`src/rtl/imem_ctrl.sv`:
```
// imem_ctrl: owner of the single instruction-memory port.
// Zero-fills the array after reset, then takes loader writes, then serves
// core fetches with loader writes still taking priority over fetches.
module imem_ctrl #(
  parameter int DEPTH  = 1024,
  parameter int ADDR_W = 10,
  parameter int XLEN   = 64
) (
  input  logic              clk,
  input  logic              reset,
  // core fetch port
  input  logic              fetch_req_i,
  input  logic [XLEN-1:0]   fetch_pc_i,
  output logic              fetch_ready_o,
  output logic              fetch_valid_o,
  output logic [31:0]       fetch_instr_o,
  output logic              fetch_fault_o,
  // loader / debug port
  input  logic              load_valid_i,
  input  logic [ADDR_W-1:0] load_addr_i,
  input  logic [31:0]       load_data_i,
  output logic              load_ready_o,
  input  logic              load_done_i,
  output logic              core_run_o,
  // memory array port (synchronous read)
  output logic              mem_we_o,
  output logic [ADDR_W-1:0] mem_addr_o,
  output logic [31:0]       mem_wdata_o,
  input  logic [31:0]       mem_rdata_i
);

  // state    | meaning
  // ST_CLEAR | zero-filling the array, one word per cycle
  // ST_LOAD  | accepting loader writes until load_done
  // ST_RUN   | serving fetches; loader writes take priority
  typedef enum logic [1:0] {
    ST_CLEAR = 2'd0,
    ST_LOAD  = 2'd1,
    ST_RUN   = 2'd2
  } state_e;

  localparam logic [ADDR_W-1:0] LAST_WORD = ADDR_W'(DEPTH - 1);

  state_e              state_q;
  logic [ADDR_W-1:0]   clr_cnt_q;
  logic [ADDR_W-1:0]   addr_q;
  logic                fvalid_q;
  logic                ffault_q;

  logic                pc_fault;
  logic [ADDR_W-1:0]   pc_idx;
  logic                load_ready;
  logic                fetch_ready;
  logic                load_fire;
  logic                fetch_fire;
  logic                mem_we_d;
  logic [ADDR_W-1:0]   mem_addr_d;
  logic [31:0]         mem_wdata_d;

  // PC decode: word index plus fault on misalignment or bits above the array
  assign pc_idx   = fetch_pc_i[ADDR_W+1:2];
  assign pc_fault = (|fetch_pc_i[1:0]) | (|fetch_pc_i[XLEN-1:ADDR_W+2]);

  // Port arbitration: clear fill, then loader, then fetch; idle holds the address
  always_comb begin
    load_ready  = 1'b0;
    fetch_ready = 1'b0;
    mem_we_d    = 1'b0;
    mem_addr_d  = addr_q;
    mem_wdata_d = '0;
    if (!reset) begin
      load_ready  = (state_q == ST_LOAD) || (state_q == ST_RUN);
      fetch_ready = (state_q == ST_RUN) && !load_valid_i;
    end
    load_fire  = load_valid_i && load_ready;
    fetch_fire = fetch_req_i && fetch_ready;
    if (reset) begin
      mem_addr_d = '0;
    end else if (state_q == ST_CLEAR) begin
      mem_we_d   = 1'b1;
      mem_addr_d = clr_cnt_q;
    end else if (load_fire) begin
      mem_we_d    = 1'b1;
      mem_addr_d  = load_addr_i;
      mem_wdata_d = load_data_i;
    end else if (fetch_fire && !pc_fault) begin
      mem_addr_d = pc_idx;
    end
  end

  // Sequencer: state, clear counter, held address and fetch response flags
  always_ff @(posedge clk) begin
    if (reset) begin
      state_q   <= ST_CLEAR;
      clr_cnt_q <= '0;
      addr_q    <= '0;
      fvalid_q  <= 1'b0;
      ffault_q  <= 1'b0;
    end else begin
      addr_q   <= mem_addr_d;
      fvalid_q <= fetch_fire;
      ffault_q <= fetch_fire && pc_fault;
      case (state_q)
        ST_CLEAR: begin
          clr_cnt_q <= clr_cnt_q + ADDR_W'(1);
          if (clr_cnt_q == LAST_WORD) begin
            state_q <= ST_LOAD;
          end
        end
        ST_LOAD: begin
          if (load_done_i) begin
            state_q <= ST_RUN;
          end
        end
        ST_RUN: begin
          state_q <= ST_RUN;
        end
        default: begin
          state_q <= ST_CLEAR;
        end
      endcase
    end
  end

  assign fetch_ready_o = fetch_ready;
  assign load_ready_o  = load_ready;
  assign core_run_o    = (state_q == ST_RUN);
  assign fetch_valid_o = fvalid_q;
  assign fetch_fault_o = ffault_q;
  // the array data arrives one cycle after the address, aligned with fvalid_q
  assign fetch_instr_o = (fvalid_q && !ffault_q) ? mem_rdata_i : 32'd0;
  assign mem_we_o      = mem_we_d;
  assign mem_addr_o    = mem_addr_d;
  assign mem_wdata_o   = mem_wdata_d;

endmodule

```
`config.mk`:
```
export PLATFORM = sky130hd
export DESIGN_NAME = imem_ctrl
export DESIGN_NICKNAME = d
export VERILOG_FILES = /design/src/rtl/imem_ctrl.sv
export SDC_FILE = /design/constraint.sdc
export NUM_CORES = 1
export LEC_CHECK = 0
export ABC_AREA = 1
export CAP_MARGIN = 10
export CORE_MARGIN = 2
export CORE_UTILIZATION = 29
export DETAILED_ROUTE_END_ITERATION = 16
export PLACE_DENSITY = 0.9
export SETUP_SLACK_MARGIN = 0.1
export SLEW_MARGIN = 10
export SYNTH_ARGS = -nofsm -noshare
export SYNTH_HDL_FRONTEND = slang
export SYNTH_SLANG_ARGS = --single-unit
```
`constraint.sdc`:
```
create_clock -name clk -period 2.49 [get_ports clk]
set_clock_uncertainty 0.15 [all_clocks]
set_input_delay 0.498 -clock clk [delete_from_list [all_inputs] [get_ports clk]]
set_output_delay 0.498 -clock clk [all_outputs]
set_load 0.005 [all_outputs]
```
==> reports/results.tsv <==
metric	value	unit
cts_hold_buf	0	
cts_tree	built	
highest_layer	met4	
route.detailed.drc	0	
detail-route-antenna-nets	0	
min_path_type	flip-flop to flip-flop	
drt_wl_total	10280	um
violations	setup timing	
grt_usage	23.02	%
row_count	31	
syn_inst	382	
cts_sinks	24	
status	finished with violations	
design_power_total	1.216	mW
final_common_cell	clkdlybuf4s50_1	
core-area	7137	um^2
cp-start-kind	flip-flop	
maxCapViolCount	0	
ys_ff_latch	24	
yosysSeqAreaShare	22.90	%
finalSetupViolCount	25	
clkLatencyLatePin	0.27	ns
cp.arrival	1.91	ns
grt_pass1_vias	3311	
place_area	4586	um^2
ir_worst_vdd	201.0	uV
yosysUniqueCellTypes	30	
routedWlPerCell	13.72	um
worst_slack	-0.07242	ns
cp-startpoint	state_q[1]$_SDFFE_PP0P_	
worstMarginPinSlew	0.3897	ns
drtIter0Drc	136	
wl_met3	940	um
cts_made_buffers	3	
fillers	560	
antenna_found_initial	1	
syn_area	2098	um^2
cp_max_fo	7	
fin_hold_ws	0.3517	ns
via_per_inst	4.614	
cts_max_path_buffers	2	
syn2layout_area_growth	140.1	%
final_nets	797	
pre_cts_ws	-0.6835	ns
final_cell_mix	clkdlybuf4s50_1 (121), nor2_1 (85), inv_1 (64)	
port_buffers	222	
fin_crit_sh	102.9	%
hpwl	7351	um
period_needed	2.562	ns
worstSetupEndpointType	output port	
fmax	390.3	MHz
fin_area	5039	um^2
overflow	0	
cts-root-buf	clkbuf_8	
vias	3456	
cts_htree_levels	1	
multi_input_area	1665	um^2
die_w	89.06	um
ff_latch_area	483.0	um^2
start_util	29.40	%
rsz0062_at_grt	yes	
die_y	89.06	um
powerDensity	241.4	nW/um^2
yosysWarnings	0	
gp_congestion	0.8578	
grt_max_degree	33	
ios	223	
clkTransAtPathRegs	0.08	ns
timing.final.hold_violations	0	
worstPathRequired	1.84	ns
drive_above_1_share	37.90	%
leakage	2.386	nW
hp-start	clr_cnt_q[9]$_SDFFE_PP0P_	
rr_startpoint	state_q[1]$_SDFFE_PP0P_	
grt_pass1_wl	14410	um
die-area	7932	um^2
met1_length	3586	um
path_class	flip-flop to output port	
relSlewSlack	74.02	%
syn-num-nets	529	
postSynthAreaPerCell	5.493	um^2
wl_met2	5440	um
setup_tns	-0.7856	ns
dr.pass1.iters	4	
finalMaxSlewViolations	0	
## worst max-delay path: stages (launching register included)
cell and delay [ns]:
dfxtp_2 0.36, buf_6 0.10, ha_4 0.12, nor3b_4 0.18, and2_4 0.22, buf_4 0.16
nand4_1 0.18, nand3_4 0.13, a21oi_2 0.06, buf_2 0.14
## cells in the mapped netlist, drive strengths merged
master,number,area [um^2]
a311oi,1,8.760
nand2,79,306.5
nor2,111,424.2
a31oi,1,6.260
nor3,4,20.02
mux2i,5,50.05
dfxtp,24,480.5
nor4,1,6.260
nand3b,1,7.510
a21oi,21,105.1
o22ai,4,25.02
a21boi,1,7.510
o21ai,15,75.07
and2,1,6.260
ha,4,50.05
nand3,11,82.58
buf,5,42.53
nor3b,3,33.78
a41oi,1,8.760
clkbuf,11,41.29
nand4,7,43.79
inv,71,266.5
## worst paths after layout
check	to	slack, ns	depth (start not counted)
worst max-delay path	mem_addr_o[7]	-0.07	9
worst min-delay path	clr_cnt_q[9]$_SDFFE_PP0P_	0.35	2
worst max register to register	addr_q[9]$_SDFF_PP0_	0.48	12
worst min register to register	clr_cnt_q[9]$_SDFFE_PP0P_	0.35	2
## registers in the layout, summed over array words and instances (netlist names)
signal,flops
clr_cnt_q,10
fetch_fault_o,1
addr_q,10
fetch_valid_o,1
state_q,2
## where the power goes
| part | switching [mW] | internal (mW) | total [mW] |
|---|---|---|---|
| sequential | 0.0168 | 0.403 | 0.420 |
| combinational | 0.225 | 0.306 | 0.531 |
| clock | 0.124 | 0.141 | 0.266 |
## per-stage QoR
stage                     std cells  util, %
after floorplan                 382        -
after global placement          715    64.25
after detailed placement        715    64.25
after CTS                       740    66.55
after global routing            749    70.60
final                           749    70.60
## layer usage
layer / track usage (%) / vias up
met1: 21.82 / 1546
li1: - / 1705
met5: 0 / -
met3: 4.524 / 27
met2: 46.68 / 178
met4: 10.58 / 0
## layout make-up
| type | count | share of cell area [%] |
|---|---|---|
| Timing Repair Buffer | 277 | 47.88 |
| Multi-Input combinational cell | 272 | 33.05 |
| Sequential cell | 24 | 9.585 |
| Inverter | 71 | 5.736 |
| Tap cell | 99 | 2.458 |
| Clock buffer | 4 | 1.093 |
| Timing Repair inverter | 1 | 0.1490 |
| Antenna cell | 1 | 0.04966 |
## cell families (layout without fill, tap and decap cells)
kind of cell / after synthesis / after routing / share of synthesized area [%]
buffers and inverters: 87 / 353 / 16.70
AOI/OAI and AO/OA: 44 / 44 / 11.27
muxes: 5 / 5 / 2.385
and+or+nand+nor: 218 / 219 / 44.37
DFF: 24 / 24 / 22.90
adders and majority gates: 4 / 4 / 2.385
other: 0 / 1 / 0
## repair_timing
item,in CTS,in global routing
hold endpoints to repair,0,0
gates cloned,4,0
setup endpoints to repair,45,43
gates resized for setup,384,99
pin swaps,69,52
setup buffers,17,9
Power figures use the tool's default switching activity.
